===== src/rtl/engine_reg_bus_pkg.sv =====
// Shared types and defaults for the EngineTEST controlling-register bus master.
package engine_reg_bus_pkg;

  localparam int unsigned ADDR_W_DEF       = 33;
  localparam int unsigned WDATA_W_DEF      = 33;
  localparam int unsigned RDATA_W_DEF      = 21;
  localparam int unsigned READ_LATENCY_MAX = 7;
  localparam int unsigned LAT_CNT_W        = 3;

  typedef enum logic [1:0] {
    IDLE,
    WR_STROBE,
    RD_STROBE,
    RESP
  } state_e;

  // Start value of the read-strobe down-counter; out-of-range latencies saturate.
  function automatic logic [LAT_CNT_W-1:0] lat_count_init(input int unsigned lat);
    if (lat > READ_LATENCY_MAX) begin
      return LAT_CNT_W'(READ_LATENCY_MAX);
    end
    return LAT_CNT_W'(lat);
  endfunction

endpackage


===== src/rtl/engine_reg_bus_master_if.sv =====
// Command, response and register-bus signals of engine_reg_bus_master.
interface engine_reg_bus_master_if #(
  parameter int unsigned ADDR_W  = engine_reg_bus_pkg::ADDR_W_DEF,
  parameter int unsigned WDATA_W = engine_reg_bus_pkg::WDATA_W_DEF,
  parameter int unsigned RDATA_W = engine_reg_bus_pkg::RDATA_W_DEF
);

  logic               cmd_valid;
  logic               cmd_ready;
  logic               cmd_write;
  logic [ADDR_W-1:0]  cmd_addr;
  logic [WDATA_W-1:0] cmd_wdata;

  logic               rsp_valid;
  logic               rsp_ready;
  logic               rsp_write;
  logic [RDATA_W-1:0] rsp_rdata;
  logic               rsp_error;

  logic [ADDR_W-1:0]  address;
  logic               write_enable;
  logic [WDATA_W-1:0] write_data;
  logic               read_enable;
  logic [RDATA_W-1:0] read_data;

  modport master (
    input  cmd_valid, cmd_write, cmd_addr, cmd_wdata, rsp_ready, read_data,
    output cmd_ready, rsp_valid, rsp_write, rsp_rdata, rsp_error,
    output address, write_enable, write_data, read_enable
  );

  modport slave (
    output cmd_valid, cmd_write, cmd_addr, cmd_wdata, rsp_ready, read_data,
    input  cmd_ready, rsp_valid, rsp_write, rsp_rdata, rsp_error,
    input  address, write_enable, write_data, read_enable
  );

endinterface


===== src/rtl/engine_reg_bus_master.sv =====
// Register-bus initiator: one command in flight, strobes the bus, returns one response.
// Optional write read-back check: ENGINE_REG_BUS_MASTER_WRITE_VERIFY_EN.
module engine_reg_bus_master
  import engine_reg_bus_pkg::*;
#(
  parameter int unsigned ADDR_W       = ADDR_W_DEF,
  parameter int unsigned WDATA_W      = WDATA_W_DEF,
  parameter int unsigned RDATA_W      = RDATA_W_DEF,
  parameter int unsigned READ_LATENCY = 0
) (
  input logic                    clock,
  input logic                    reset,
  engine_reg_bus_master_if.master bus
);

  localparam logic [LAT_CNT_W-1:0] LatInit = lat_count_init(READ_LATENCY);

  state_e               state_q;
  logic [LAT_CNT_W-1:0] lat_cnt_q;
  logic                 is_write_q;
  logic [ADDR_W-1:0]    address_q;
  logic [WDATA_W-1:0]   write_data_q;
  logic                 write_enable_q;
  logic                 read_enable_q;
  logic                 cmd_ready_q;
  logic                 rsp_valid_q;
  logic                 rsp_write_q;
  logic [RDATA_W-1:0]   rsp_rdata_q;
`ifdef ENGINE_REG_BUS_MASTER_WRITE_VERIFY_EN
  logic                 rsp_error_q;
`endif

  always_ff @(posedge clock or posedge reset) begin
    if (reset) begin
      state_q        <= IDLE;
      lat_cnt_q      <= '0;
      is_write_q     <= 1'b0;
      address_q      <= '0;
      write_data_q   <= '0;
      write_enable_q <= 1'b0;
      read_enable_q  <= 1'b0;
      cmd_ready_q    <= 1'b0;
      rsp_valid_q    <= 1'b0;
      rsp_write_q    <= 1'b0;
      rsp_rdata_q    <= '0;
`ifdef ENGINE_REG_BUS_MASTER_WRITE_VERIFY_EN
      rsp_error_q    <= 1'b0;
`endif
    end else begin
      unique case (state_q)
        IDLE: begin
          if (cmd_ready_q && bus.cmd_valid) begin
            cmd_ready_q <= 1'b0;
            is_write_q  <= bus.cmd_write;
            address_q   <= bus.cmd_addr;
            if (bus.cmd_write) begin
              write_data_q   <= bus.cmd_wdata;
              write_enable_q <= 1'b1;
              state_q        <= WR_STROBE;
            end else begin
              read_enable_q <= 1'b1;
              lat_cnt_q     <= LatInit;
              state_q       <= RD_STROBE;
            end
          end else begin
            // Raises ready one cycle after reset release.
            cmd_ready_q <= 1'b1;
          end
        end

        WR_STROBE: begin
          write_enable_q <= 1'b0;
`ifdef ENGINE_REG_BUS_MASTER_WRITE_VERIFY_EN
          read_enable_q  <= 1'b1;
          lat_cnt_q      <= LatInit;
          state_q        <= RD_STROBE;
`else
          rsp_valid_q    <= 1'b1;
          rsp_write_q    <= 1'b1;
          rsp_rdata_q    <= '0;
          state_q        <= RESP;
`endif
        end

        RD_STROBE: begin
          if (lat_cnt_q == '0) begin
            read_enable_q <= 1'b0;
            rsp_valid_q   <= 1'b1;
            rsp_write_q   <= is_write_q;
            rsp_rdata_q   <= bus.read_data;
`ifdef ENGINE_REG_BUS_MASTER_WRITE_VERIFY_EN
            rsp_error_q   <= is_write_q && (bus.read_data != write_data_q[RDATA_W-1:0]);
`endif
            state_q       <= RESP;
          end else begin
            lat_cnt_q <= lat_cnt_q - 1'b1;
          end
        end

        RESP: begin
          if (bus.rsp_ready) begin
            rsp_valid_q <= 1'b0;
            cmd_ready_q <= 1'b1;
            state_q     <= IDLE;
          end
        end

        default: state_q <= IDLE;
      endcase
    end
  end

  assign bus.cmd_ready    = cmd_ready_q;
  assign bus.rsp_valid    = rsp_valid_q;
  assign bus.rsp_write    = rsp_write_q;
  assign bus.rsp_rdata    = rsp_rdata_q;
  assign bus.address      = address_q;
  assign bus.write_enable = write_enable_q;
  assign bus.write_data   = write_data_q;
  assign bus.read_enable  = read_enable_q;
`ifdef ENGINE_REG_BUS_MASTER_WRITE_VERIFY_EN
  assign bus.rsp_error    = rsp_error_q;
`else
  assign bus.rsp_error    = 1'b0;
`endif

endmodule

===== src/flat_wrapper.sv =====
// flat-port wrapper written by rule: the top's interface ports become plain ports
module engine_reg_bus_master_flat import engine_reg_bus_pkg::*;
#(
  parameter int unsigned ADDR_W       = ADDR_W_DEF,
  parameter int unsigned WDATA_W      = WDATA_W_DEF,
  parameter int unsigned RDATA_W      = RDATA_W_DEF,
  parameter int unsigned READ_LATENCY = 0
)
  (clock, reset, bus_cmd_valid, bus_cmd_write, bus_cmd_addr, bus_cmd_wdata, bus_rsp_ready, bus_read_data, bus_cmd_ready, bus_rsp_valid, bus_rsp_write, bus_rsp_rdata, bus_rsp_error, bus_address, bus_write_enable, bus_write_data, bus_read_enable);
  engine_reg_bus_master_if #(.ADDR_W(ADDR_W), .WDATA_W(WDATA_W), .RDATA_W(RDATA_W)) bus_i ();
  input logic clock;
  input logic reset;
  input wire logic [$bits(bus_i.cmd_valid)-1:0] bus_cmd_valid;
  input wire logic [$bits(bus_i.cmd_write)-1:0] bus_cmd_write;
  input wire logic [$bits(bus_i.cmd_addr)-1:0] bus_cmd_addr;
  input wire logic [$bits(bus_i.cmd_wdata)-1:0] bus_cmd_wdata;
  input wire logic [$bits(bus_i.rsp_ready)-1:0] bus_rsp_ready;
  input wire logic [$bits(bus_i.read_data)-1:0] bus_read_data;
  output wire logic [$bits(bus_i.cmd_ready)-1:0] bus_cmd_ready;
  output wire logic [$bits(bus_i.rsp_valid)-1:0] bus_rsp_valid;
  output wire logic [$bits(bus_i.rsp_write)-1:0] bus_rsp_write;
  output wire logic [$bits(bus_i.rsp_rdata)-1:0] bus_rsp_rdata;
  output wire logic [$bits(bus_i.rsp_error)-1:0] bus_rsp_error;
  output wire logic [$bits(bus_i.address)-1:0] bus_address;
  output wire logic [$bits(bus_i.write_enable)-1:0] bus_write_enable;
  output wire logic [$bits(bus_i.write_data)-1:0] bus_write_data;
  output wire logic [$bits(bus_i.read_enable)-1:0] bus_read_enable;
  assign bus_i.cmd_valid = bus_cmd_valid;
  assign bus_i.cmd_write = bus_cmd_write;
  assign bus_i.cmd_addr = bus_cmd_addr;
  assign bus_i.cmd_wdata = bus_cmd_wdata;
  assign bus_i.rsp_ready = bus_rsp_ready;
  assign bus_i.read_data = bus_read_data;
  assign bus_cmd_ready = bus_i.cmd_ready;
  assign bus_rsp_valid = bus_i.rsp_valid;
  assign bus_rsp_write = bus_i.rsp_write;
  assign bus_rsp_rdata = bus_i.rsp_rdata;
  assign bus_rsp_error = bus_i.rsp_error;
  assign bus_address = bus_i.address;
  assign bus_write_enable = bus_i.write_enable;
  assign bus_write_data = bus_i.write_data;
  assign bus_read_enable = bus_i.read_enable;
  engine_reg_bus_master #(.ADDR_W(ADDR_W), .WDATA_W(WDATA_W), .RDATA_W(RDATA_W), .READ_LATENCY(READ_LATENCY)) u_core (.clock(clock), .reset(reset), .bus(bus_i));
endmodule

===== config.mk =====
export PLATFORM = sky130hd
export DESIGN_NAME = engine_reg_bus_master_flat
export DESIGN_NICKNAME = d
export VERILOG_FILES = /design/src/rtl/engine_reg_bus_pkg.sv /design/src/rtl/engine_reg_bus_master_if.sv /design/src/rtl/engine_reg_bus_master.sv /design/src/flat_wrapper.sv
export SDC_FILE = /design/constraint.sdc
export NUM_CORES = 1
export LEC_CHECK = 0
export ABC_AREA = 1
export CAP_MARGIN = 20
export CORE_AREA = 4 4 101 103
export CTS_CLUSTER_DIAMETER = 50
export DETAILED_ROUTE_END_ITERATION = 16
export DIE_AREA = 0 0 105 107
export PLACE_DENSITY = 0.95
export RECOVER_POWER = 100
export SLEW_MARGIN = 15
export SYNTH_ARGS = -nofsm -noshare
export SYNTH_HDL_FRONTEND = slang
export SYNTH_SLANG_ARGS = --single-unit

===== constraint.sdc =====
create_clock -name clock -period 8.4 [get_ports clock]
set_input_delay 0.84 -clock clock [delete_from_list [all_inputs] [get_ports clock]]
set_output_delay 0.84 -clock clock [all_outputs]
set_load 0.005 [all_outputs]

==> results.cfg <==
[floorplanning]
core_mm2 = 0.00920
initial_utilization = 0.442
die_y_um = 107
fp-row-count = 35
die_width_um = 105
dieArea_mm2 = 0.0112
io_pins = 185

[cts]
cts_buffers = 9
clk_path_buf_depth = 2
cts_tree = built
cts_num_sinks = 98
h-tree-depth = 3
postCtsSetupRepairBufs = 0
path_clk_slew_ps = 100
cts_resized = 0
cts-root-buf = clkbuf_8
cts_hold_buf = 0
clock_latency_ps = 360

[layout]
fin_cells = 761
finalCoreUtilization = 0.668
fin_area_mm2 = 0.00614
layout-drive-gt1-share = 0.0338
layout.nets = 744
syn_to_final_growth_pct = 51.0
multi_input_area_mm2 = 0.00141
fillers = 748
regArea_mm2 = 0.00245
antenna_cells = 0

[global_routing]
overflow = 0
grt_antenna_before_repair = 0
first_global_vias = 3783
grt_pass1_wl_mm = 18.4
grt_max_degree = 69
track_usage = 0.203

[timing]
relSlewSlack = -0.855
final_hold_viol_count = 0
worst_slew_pin_slew_ps = 2780
fin_skew_ps = 13.8
fin_crit_ps = 5070
max_freq_ghz = 0.197
setup_viol = 0
final.setup.tns_ps = 0
slew_viol_final = 145
grt_setup_unrepaired = no
period_share = 0.604

[routing]
drc_errors = 0
routed_wl_mm = 11.2
ant_nets = 0
drt_iter0_drc = 194
num_vias = 3769
viasPerCell = 4.95
first_pass_iters = 5
wl_per_cell_um = 14.7

[yosys]
netlist_instances = 473
synth_top_cell_area_share = 0.603
synth_edf_count = 0
ys_seq_area_frac = 0.603
avgSynthCellArea_um2 = 8.60
synthTopCellsByCount = nand2_1, dfrtp_1, nand3_1, o21ai_0, inv_1
synth_nets = 572
dominantRegCellSynth = dfrtp_1
ys_seq_elements = 98
netlist_top_cells_area = dfrtp_1, nand2_1, nand3_1, o21ai_0, ha_1
ys_types = 17
synth_most_common_cell = nand2_1
syn_area_mm2 = 0.00407
ys_warn_count = 0
synth_top_area_cell = dfrtp_1
ys_async_sr_fraction = 1.00

[worst_setup_path]
endpoint_kind = flip-flop
critPathLaunch = bus_cmd_valid
critPathArrivalTime_ps = 5310
crit_fanout = 68
path_class = primary input to flip-flop
startpoint_type = primary input
r2r_start = u_core.state_q[0]
cp.required_ps = 8630

[power_and_ir_drop]
p_seq_frac = 0.398
irDropWorstVdd_uv = 136
pwr-share-comb = 0.440
powerDensity_mw_per_mm2 = 315
pwr-share-clk = 0.163
leakage_nw = 3.13
netSwitchingPower_mw = 0.720
swShare = 0.372
power_mw = 1.94
p_int_mw = 1.22

[worst_hold_path]
hp-start = u_core.bus.address[11]
hp-class = flip-flop to flip-flop

[place]
place_inst = 745
portBuffers = 183
placed_cell_area_mm2 = 0.00595
hpwl_mm = 8.38
place_congestion = 0.802

[run_status]
outcome = finished with violations
violations = max-capacitance violations, max-slew violations

[flow_run]
drv_cap = 3
-- critical path, stage by stage --
cell,delay (ps)
dlygate4sd3_1,530
nand2_1,110
nor2_4,90
clkbuf_1,1960
inv_1,1310
nand2_1,310
nand2_1,90
-- final timing paths --
check | endpoint | slack [ps] | cells past startpoint
max reg2reg | u_core.bus.address[17] | 3520 | 8
max in group asynchronous | u_core.bus.write_data[8] | 6140 | 3
min in group asynchronous | u_core.bus.address[0] | 1350 | 2
min | u_core.bus.address[11] | 480 | 2
max | u_core.bus.address[17] | 3330 | 7
min reg2reg | u_core.bus.address[11] | 480 | 2
-- stage by stage --
step	hold slack [ps]	setup WS, ps
after floorplan	442	5000
after global placement	454	5510
after detailed placement	458	5370
after CTS	484	5760
after global routing	501	2800
final	476	3330
-- power groups by stage --
stage	Combinational [mW]	Clock (mW)	Sequential [mW]
detailed placement	0.930	0	0.783
floorplan	0.416	0	0.786
global route	0.959	0.346	0.798
finish	0.852	0.315	0.771
CTS	0.932	0.325	0.780
global placement	0.878	0	0.780
-- metal layers --
layer  vias to the layer above  global-route usage  wire, µm
met5                         -                   0         0
met4                         0              0.0797       229
met3                        24              0.0512       909
met2                       190               0.346      5650
met1                      1743               0.248      4410
li1                       1812                   -         -
-- flip-flops by register name, indices dropped and copies added (netlist names) --
| signal | count |
|---|---|
| u_core.bus.address | 33 |
| u_core.bus.write_data | 33 |
| u_core.bus.rsp_rdata | 21 |
| u_core.lat_cnt_q | 3 |
| u_core.state_q | 2 |
| u_core.bus.cmd_ready | 1 |
| u_core.bus.read_enable | 1 |
| u_core.bus.rsp_valid | 1 |
| u_core.bus.rsp_write | 1 |
| u_core.bus.write_enable | 1 |
| u_core.is_write_q | 1 |
-- cell type report --
cell class | instances | share of cell area
clock buffers | 9 | 0.0202
repair buffers | 186 | 0.304
flip-flops and latches | 98 | 0.399
multi-input cells | 333 | 0.230
clock inverters | 7 | 0.0132
well taps | 111 | 0.0226
inverters | 17 | 0.0106
-- placed cells by master, fill, tap and decap left out, types with 7 or more instances in the layout --
cell / instances
nand2_1: 249
dfrtp_1: 98
dlygate4sd3_1: 95
clkdlybuf4s50_1: 88
nand3_1: 39
o21ai_0: 25
inv_1: 14
clkbuf_8: 9
ha_1: 7
-- cell families (layout without fill, tap and decap cells) --
| family | after synthesis | in the layout | share of synthesized area |
|---|---|---|---|
| simple gates | 300 | 300 | 0.296 |
| flops | 98 | 98 | 0.603 |
| buf+inv | 42 | 219 | 0.0486 |
| compound gates | 25 | 25 | 0.0308 |
| fa+ha+maj | 7 | 7 | 0.0215 |
| other cells | 1 | 1 | 0.000922 |
Note: power is estimated with default switching activity, not from simulation.
